`src/rtl/seq_det_pkg.sv`:
```
// Shared elaboration-time helpers for the parameterised serial sequence detector:
// state width and the KMP next-state computation used to build the transition table.
package seq_det_pkg;

  localparam int MAX_PAT_LEN = 16;
  localparam int MAX_CNT_W   = 32;

  // Width able to hold a prefix length 0..pat_len.
  function automatic int state_w(input int pat_len);
    return (pat_len < 2) ? 1 : $clog2(pat_len + 1);
  endfunction

  function automatic logic pat_bit(input logic [15:0] pat, input int idx);
    logic [3:0] sel;
    sel = idx[3:0];
    return pat[sel];
  endfunction

  // Next matched-prefix length after seeing bit b in state s. Text = first s pattern
  // bits followed by b; result = longest proper prefix of the pattern that is a suffix
  // of that text. A full match in non-overlapping mode restarts from zero.
  function automatic int kmp_next(input logic [15:0] pat, input int len, input int s,
                                  input logic b, input logic overlap);
    int  n;
    int  best;
    int  p;
    logic tbit;
    logic ok;
    if (!overlap && (s == len - 1) && (b == pat[0])) return 0;
    n    = s + 1;
    best = 0;
    for (int k = 1; k < len; k++) begin
      if (k <= n) begin
        ok = 1'b1;
        for (int j = 0; j < k; j++) begin
          p    = n - k + j;
          tbit = (p == s) ? b : pat_bit(pat, len - 1 - p);
          if (tbit != pat_bit(pat, len - 1 - j)) ok = 1'b0;
        end
        if (ok) best = k;
      end
    end
    return best;
  endfunction

endpackage

```
`src/rtl/param_seq_detector_sat_counter.sv`:
```
// Saturating up-counter with synchronous clear; clear has priority over increment.
module sat_counter
  import seq_det_pkg::*;
#(
  parameter int W = 8
) (
  input  logic         clk,
  input  logic         rst,
  input  logic         clr,
  input  logic         inc,
  output logic [W-1:0] count
);

  if (W < 1 || W > MAX_CNT_W) begin : g_bad_w
    $error("sat_counter: W must be in 1..32");
  end

  logic [W-1:0] count_q;
  logic [W-1:0] count_d;

  always_comb begin
    count_d = count_q;
    if (clr) begin
      count_d = '0;
    end else if (inc && (count_q != {W{1'b1}})) begin
      count_d = count_q + W'(1);
    end
  end

  always_ff @(posedge clk or posedge rst) begin
    if (rst) count_q <= '0;
    else     count_q <= count_d;
  end

  assign count = count_q;

endmodule

```
`src/rtl/param_seq_detector.sv`:
```
// Serial bit-pattern detector: state is the matched-prefix length, advanced through a
// KMP transition table built from PATTERN at elaboration; Mealy or registered output.
module param_seq_detector
  import seq_det_pkg::*;
#(
  parameter int               PAT_LEN = 5,
  parameter logic [PAT_LEN-1:0] PATTERN = 5'b11011,
  parameter bit               OVERLAP = 1'b1,
  parameter bit               MOORE   = 1'b0,
  parameter int               CNT_W   = 8
) (
  input  logic                         clk,
  input  logic                         rst,
  input  logic                         in_valid,
  input  logic                         in,
  input  logic                         clear,
  output logic                         out,
  output logic [CNT_W-1:0]             match_count,
  output logic [$clog2(PAT_LEN+1)-1:0] prefix_len
);

  if (PAT_LEN < 2 || PAT_LEN > MAX_PAT_LEN) begin : g_bad_len
    $error("param_seq_detector: PAT_LEN must be in 2..16");
  end
  if (CNT_W < 1 || CNT_W > MAX_CNT_W) begin : g_bad_cnt
    $error("param_seq_detector: CNT_W must be in 1..32");
  end

  localparam int SW = state_w(PAT_LEN);

  logic [SW-1:0] s_q;
  logic [SW-1:0] s_d;
  logic [SW-1:0] nxt;
  logic [SW-1:0] nxt_tbl [PAT_LEN][2];
  logic          match;

  for (genvar gs = 0; gs < PAT_LEN; gs++) begin : g_tbl
    for (genvar gb = 0; gb < 2; gb++) begin : g_bit
      localparam int NXT = kmp_next(16'(PATTERN), PAT_LEN, gs, 1'(gb), OVERLAP);
      assign nxt_tbl[gs][gb] = SW'(NXT);
    end
  end

  // A match needs the last pattern bit while in the final state; clear discards it.
  assign match = in_valid & ~clear & (s_q == SW'(PAT_LEN - 1)) & (in == PATTERN[0]);

  always_comb begin
    nxt = '0;
    for (int i = 0; i < PAT_LEN; i++) begin
      if (s_q == SW'(i)) nxt = in ? nxt_tbl[i][1] : nxt_tbl[i][0];
    end
    s_d = s_q;
    if (clear) begin
      s_d = '0;
    end else if (in_valid) begin
      s_d = nxt;
    end
  end

  always_ff @(posedge clk or posedge rst) begin
    if (rst) s_q <= '0;
    else     s_q <= s_d;
  end

  if (MOORE) begin : g_moore
    logic out_q;
    always_ff @(posedge clk or posedge rst) begin
      if (rst) out_q <= 1'b0;
      else     out_q <= match;
    end
    assign out = out_q;
  end else begin : g_mealy
    assign out = match & ~rst;
  end

  sat_counter #(
    .W (CNT_W)
  ) u_cnt (
    .clk   (clk),
    .rst   (rst),
    .clr   (clear),
    .inc   (match),
    .count (match_count)
  );

  assign prefix_len = s_q;

endmodule

```
`config.mk`:
```
export PLATFORM = sky130hd
export DESIGN_NAME = param_seq_detector
export DESIGN_NICKNAME = d
export VERILOG_FILES = /design/src/rtl/seq_det_pkg.sv /design/src/rtl/param_seq_detector_sat_counter.sv /design/src/rtl/param_seq_detector.sv
export SDC_FILE = /design/constraint.sdc
export NUM_CORES = 1
export LEC_CHECK = 0
export CAP_MARGIN = 30
export CORE_MARGIN = 5
export CORE_UTILIZATION = 45
export DETAILED_ROUTE_END_ITERATION = 10
export PLACE_DENSITY_LB_ADDON = 0.3
export SLEW_MARGIN = 0
export SYNTH_ARGS = -nofsm -noshare
export SYNTH_HDL_FRONTEND = slang
export SYNTH_SLANG_ARGS = --single-unit
```
`constraint.sdc`:
```
create_clock -name clk -period 2 [get_ports clk]
set_input_delay 0.5 -clock clk [delete_from_list [all_inputs] [get_ports clk]]
set_output_delay 0.5 -clock clk [all_outputs]
set_load 0.01 [all_outputs]
```
======== Yosys cells after proc, flatten, opt, wreduce, memory -nomap -nowiden ========
Index checks and enable logic that the tools add are counted.
cells by class
  eq/ne operators ......................... 5
  mux-type cells .......................... 13
  add/subtract/negate cells ............... 1
  reduce and logical (&&, ||, !) cells .... 4
  bitwise gates (word level) .............. 6
operator list
  kind                   number
  $mux W3                8
  $mux W8                2
  $add A8 B1 Y8 const B  1
  $ne A8 B8 Y1 const B   1
  $eq A3 B2 Y1 const B   2
  $and A1 B1 Y1          4
  $reduce_bool A2 Y1     2
  $eq A3 B1 Y1 const B   1
  $eq A3 B3 Y1 const B   1
  $logic_not A3 Y1       1
  $mux W1                2
  $mux W2                1
  $not A1 Y1             2
  $logic_and A1 B1 Y1    1
storage, ports and cells
  output and inout port bits .............. 12
  bits of input ports ..................... 5
  register bits ........................... 11

======== Logic depth before layout (Yosys ltp) ========
  depth in word-level cells ............... 8
  gate-level depth with buffers ........... 6

======== Modules after synthesis ========
From an unflattened synthesis, not the netlist that was laid out.
unflattened totals
  cells, all modules ...................... 70
  area, all modules ....................... 691.9 um^2
by module, submodules not included
  module              sequential area each (um^2)  area an instance (um^2)  cells each  times used
  sat_counter         200.2                        504.2                    49          1
  param_seq_detector  75.1                         187.7                    21          1

======== Worst setup path before layout ========
No wires, ideal clock.
  path type ............................... register -> output
  start ................................... register s_q[1] (netlist: prefix_len[1])
  end ..................................... output port out
  arrival time ............................ 1,417 ps
  stages on the path, launching flop included .. 6
  path buffers ............................ 2
  path slack .............................. 83 ps
  path through ............................ dfrtp_1 nand4b_1 or3_1 clkbuf_2 buf_2 nor2_1
between the ends
  word-level cells in the longest chain between the ends .. 4
ends and longest elaborated chain
  item                         RTL line                  source
  start, declared              param_seq_detector.sv:31  logic [SW-1:0] s_q;
  start signal, assigned       param_seq_detector.sv:61  if (rst) s_q <= '0;
  start signal, assigned       param_seq_detector.sv:62  else s_q <= s_d;
  $eq A3 B3 Y1                 param_seq_detector.sv:45  assign match = in_valid & ~clear & (s_q == SW'(PAT_LEN - 1)) & (in == PATTERN[0]);
  $and A1 B1 Y1 (2 in series)  param_seq_detector.sv:45
  $and A1 B1 Y1                param_seq_detector.sv:73  assign out = match & ~rst;
  end, declared                param_seq_detector.sv:17  output logic out,
Every way passes these cells.

======== Worst setup path after layout ========
  start ................................... input port in_valid
  end ..................................... output port out
between the ends
  word-level cells in the longest chain between the ends .. 4
ends and longest elaborated chain
  item                         RTL line                  source
  start, declared              param_seq_detector.sv:14  input logic in_valid,
  $and A1 B1 Y1 (3 in series)  param_seq_detector.sv:45
  $and A1 B1 Y1                param_seq_detector.sv:73
Every way passes these cells.

==> flow_summary_export.csv <==
group,metric,value,unit
detailed_routing,via_per_inst,5.91,
clocking,cts.htree.levels,1,
detailed_routing,drc,0,
sta,fmax,510,MHz
clocking,path_clk_slew,0.06,ns
power,irDropWorstVdd,0.000372,V
power,share_seq_of_total_power,0.511,
layout,final_core_util,0.716,
critical_path,cp_data_arrival_time,1.46,ns
layout,final_cell_area,932,um^2
yosys,synthTopCellsByArea,"sky130_fd_sc_hd__dfrtp_1 (44%), sky130_fd_sc_hd__a21oi_1 (6.4%), sky130_fd_sc_hd__o31ai_1 (6.0%)",
clocking,cts-root-buf,"sky130_fd_sc_hd__clkbuf_4",
clocking,cts_tree,"yes",
yosys,synthesis.area_per_instance,9.18,um^2
yosys,synth_top_cell_area_share,0.441,
min_path,min_delay_path_depth,1,
detailed_routing,drt_first_pass_iters,5,
critical_path,critical_path_required,1.50,ns
power,power.leakage,0.396,nW
placement,portBuffers,16,
floorplanning,placeableCoreArea,0.00130,mm^2
min_path,min-delay-path-class,"reg -> reg",
floorplanning,design.portCount,17,
sta,layout_worst_path_cycle_share,0.980,
floorplanning,dieArea,0.00223,mm^2
critical_path,critical_path.cell_chain,"dlygate4sd2_1, nand4b_1, or3_4, nor2_2, buf_2",
yosys,netlist-cell-type-count,27,
clocking,cts_inserted_buffers,3,
detailed_routing,detail_route.iter0.violations,22,
floorplanning,row_count,13,
global_routing,grt_remaining_overflow,0,
yosys,postSynthNetCount,74,
global_routing,grt_first_pass_wirelength,2780,um
sta,clock-skew-final,0.00870,ns
layout,finalNetCount,106,
sta,worst_slew_pin_slew,0.593,ns
critical_path,max_stage_delay,0.39,ns
critical_path,crit_fanout,2,
layout,layout-drive-gt1-share,0.232,
placement,place.gp.congestion,0.791,
floorplanning,floorplan.initialDensity,0.480,
yosys,post_synth_inst_count,68,
power,total_switching_power,111,uW
yosys,yosysSeqAreaShare,0.441,
clocking,numClockSinks,11,
detailed_routing,wl_per_cell,15.9,um
floorplanning,die_x,47.3,um
clocking,clkLatencyLatePin,0.27,ns
power,power.density,485,mW/mm^2
critical_path,rrSetupSlack,0.05,ns
layout,diodes,0,
sta,hold_viol,0,
placement,detailed_place.area,846,um^2
detailed_routing,vias,674,
placement,post-dp-hpwl,1100,um
sta,drv_slew,0,
sta,period_needed,1.96,ns
global_routing,grt_antenna_before_repair,0,
power,share_clk_of_total_power,0.334,
flow_run,count_of_max_cap_constraint_violations,0,
sta,setup_viol_count_final,0,
floorplanning,die_height,47.3,um
critical_path,criticalPathCategory,"in -> out",
run_status,status,"finished, final reports clean",
yosys,combined_area_of_all_synthesized_cells,624,um^2
power,combinationalPowerShare,0.155,
yosys,netlist.top_cell.by_area,"sky130_fd_sc_hd__dfrtp_1",
critical_path,cpMaxStageDelayCell,"sky130_fd_sc_hd__or3_4",
yosys,synth-warning-count,0,
detailed_routing,drt.antenna.violating_nets,0,
sta,slew_headroom,0.603,
layout,area_added_between_synthesis_and_finish,49.3,%
critical_path,critical_path.startpoint_type,"primary input",
power,netSwitchingFraction,0.245,
global_routing,grt_util_all_layers,0.185,
detailed_routing,routed_wirelength,1810,um
yosys,number_of_storage_elements_in_the_synthesis_netlist,11,
critical_path,critical_path.endpoint_type,"output pin",
critical_path,ff2ff_path_depth,11,
global_routing,grt_start_max_net_pins,17,
global_routing,vias_in_the_first_global_route,581,
power,internal-power,341,uW
clocking,deepest_clock_path_buffer_count,2,
-- through the flow --
step | setup TNS (ns) | instances | setup WS, ns | hold WS, ns | power, mW
2_1_floorplan | 0 | 68 | 0.0827 | 0.352 | 0.263
3_3_place_gp | -2.58 | 103 | -0.551 | 0.517 | 0.301
3_5_place_dp | -3.04 | 103 | -0.588 | 0.516 | 0.303
4_1_cts | 0 | 114 | 0.0149 | 0.530 | 0.453
5_1_grt | -0.0126 | 114 | -0.0126 | 0.581 | 0.473
6_report | 0 | 114 | 0.0408 | 0.524 | 0.452
-- area by class of cell --
type	instances	area, um^2
Inverter	3	11.3
Fill cell	93	369
Sequential cell	11	275
Tap cell	15	18.8
Clock buffer	4	26.3
Timing Repair Buffer	31	269
Multi-Input combinational cell	50	332
-- cells in the final DEF (no fill, tap or decap), types with 3 or more instances in the layout --
| cell type | count |
|---|---|
| sky130_fd_sc_hd__a21oi_1 | 7 |
| sky130_fd_sc_hd__buf_4 | 15 |
| sky130_fd_sc_hd__clkbuf_4 | 3 |
| sky130_fd_sc_hd__clkdlybuf4s50_1 | 12 |
| sky130_fd_sc_hd__dfrtp_1 | 11 |
| sky130_fd_sc_hd__inv_1 | 3 |
| sky130_fd_sc_hd__nand2_1 | 3 |
| sky130_fd_sc_hd__nand3_1 | 5 |
| sky130_fd_sc_hd__nor2_1 | 3 |
| sky130_fd_sc_hd__o21ai_0 | 3 |
| sky130_fd_sc_hd__o311ai_0 | 3 |
| sky130_fd_sc_hd__o31ai_1 | 5 |
| sky130_fd_sc_hd__or4_1 | 3 |
-- kinds of logic after synthesis --
group,Yosys count,synth area share
and+or+nand+nor,27,0.263
AOI/OAI and AO/OA,21,0.216
DFF,11,0.441
buffers and inverters,7,0.0461
xor gates and xnor gates,1,0.0140
adders and majority gates,1,0.0200
-- worst max-delay path: cells and delay by family --
kind	cells	cell delay, ns
buf+inv	2	0.34
simple gates	3	0.62
-- layer usage --
layer	vias up	track usage	routed length (um)
met5	-	0	0
met4	0	0.0884	31
met3	6	0.0613	134
met2	33	0.278	889
met1	311	0.237	756
li1	324	-	-
-- registers in the layout, summed over array words and instances, names as in the netlist --
| register | count |
|---|---|
| u_cnt.count | 8 |
| prefix_len | 3 |
-- final timing paths --
| kind | start | end |
|---|---|---|
| worst min register to register | u_cnt.count[7]$_DFFE_PP0P_ | u_cnt.count[7]$_DFFE_PP0P_ |
| max in group asynchronous | rst | u_cnt.count[6]$_DFFE_PP0P_ |
| worst max register to register | prefix_len[1]$_DFFE_PP0P_ | prefix_len[1]$_DFFE_PP0P_ |
| min in group asynchronous | rst | prefix_len[0]$_DFFE_PP0P_ |
| worst min-delay path | u_cnt.count[7]$_DFFE_PP0P_ | u_cnt.count[7]$_DFFE_PP0P_ |
| worst max-delay path | in_valid | out |
-- synth_stat cells, drive strengths merged --
library cell,number
a21o,1
a21oi,8
and3,1
and4,2
and4b,1
buf,1
clkbuf,3
dfrtp,11
ha,1
inv,3
nand2,3
nand2b,1
nand3,5
nand4,1
nand4b,1
nor2,4
nor2b,1
o21ai,3
o311ai,3
o31ai,5
o41ai,1
or2b,1
or3,2
or3b,1
or4,3
xor2,1
-- power by group through the flow --
stage               clock (mW)  sequential, mW  combinational (mW)
CTS                      0.156           0.231              0.0666
floorplan                    0           0.241              0.0226
global placement             0           0.235              0.0658
detailed placement           0           0.235              0.0677
finish                   0.151           0.231              0.0701
global route             0.166           0.231              0.0758
-- what timing repair did --
action                                  CTS  global route
endpoints found under the setup margin    5             4
gates resized for setup                   6             5
hold buffers                              0             0
buffers inserted                          8             0
pin swaps                                 6             3
Power figures use the tool's default switching activity.
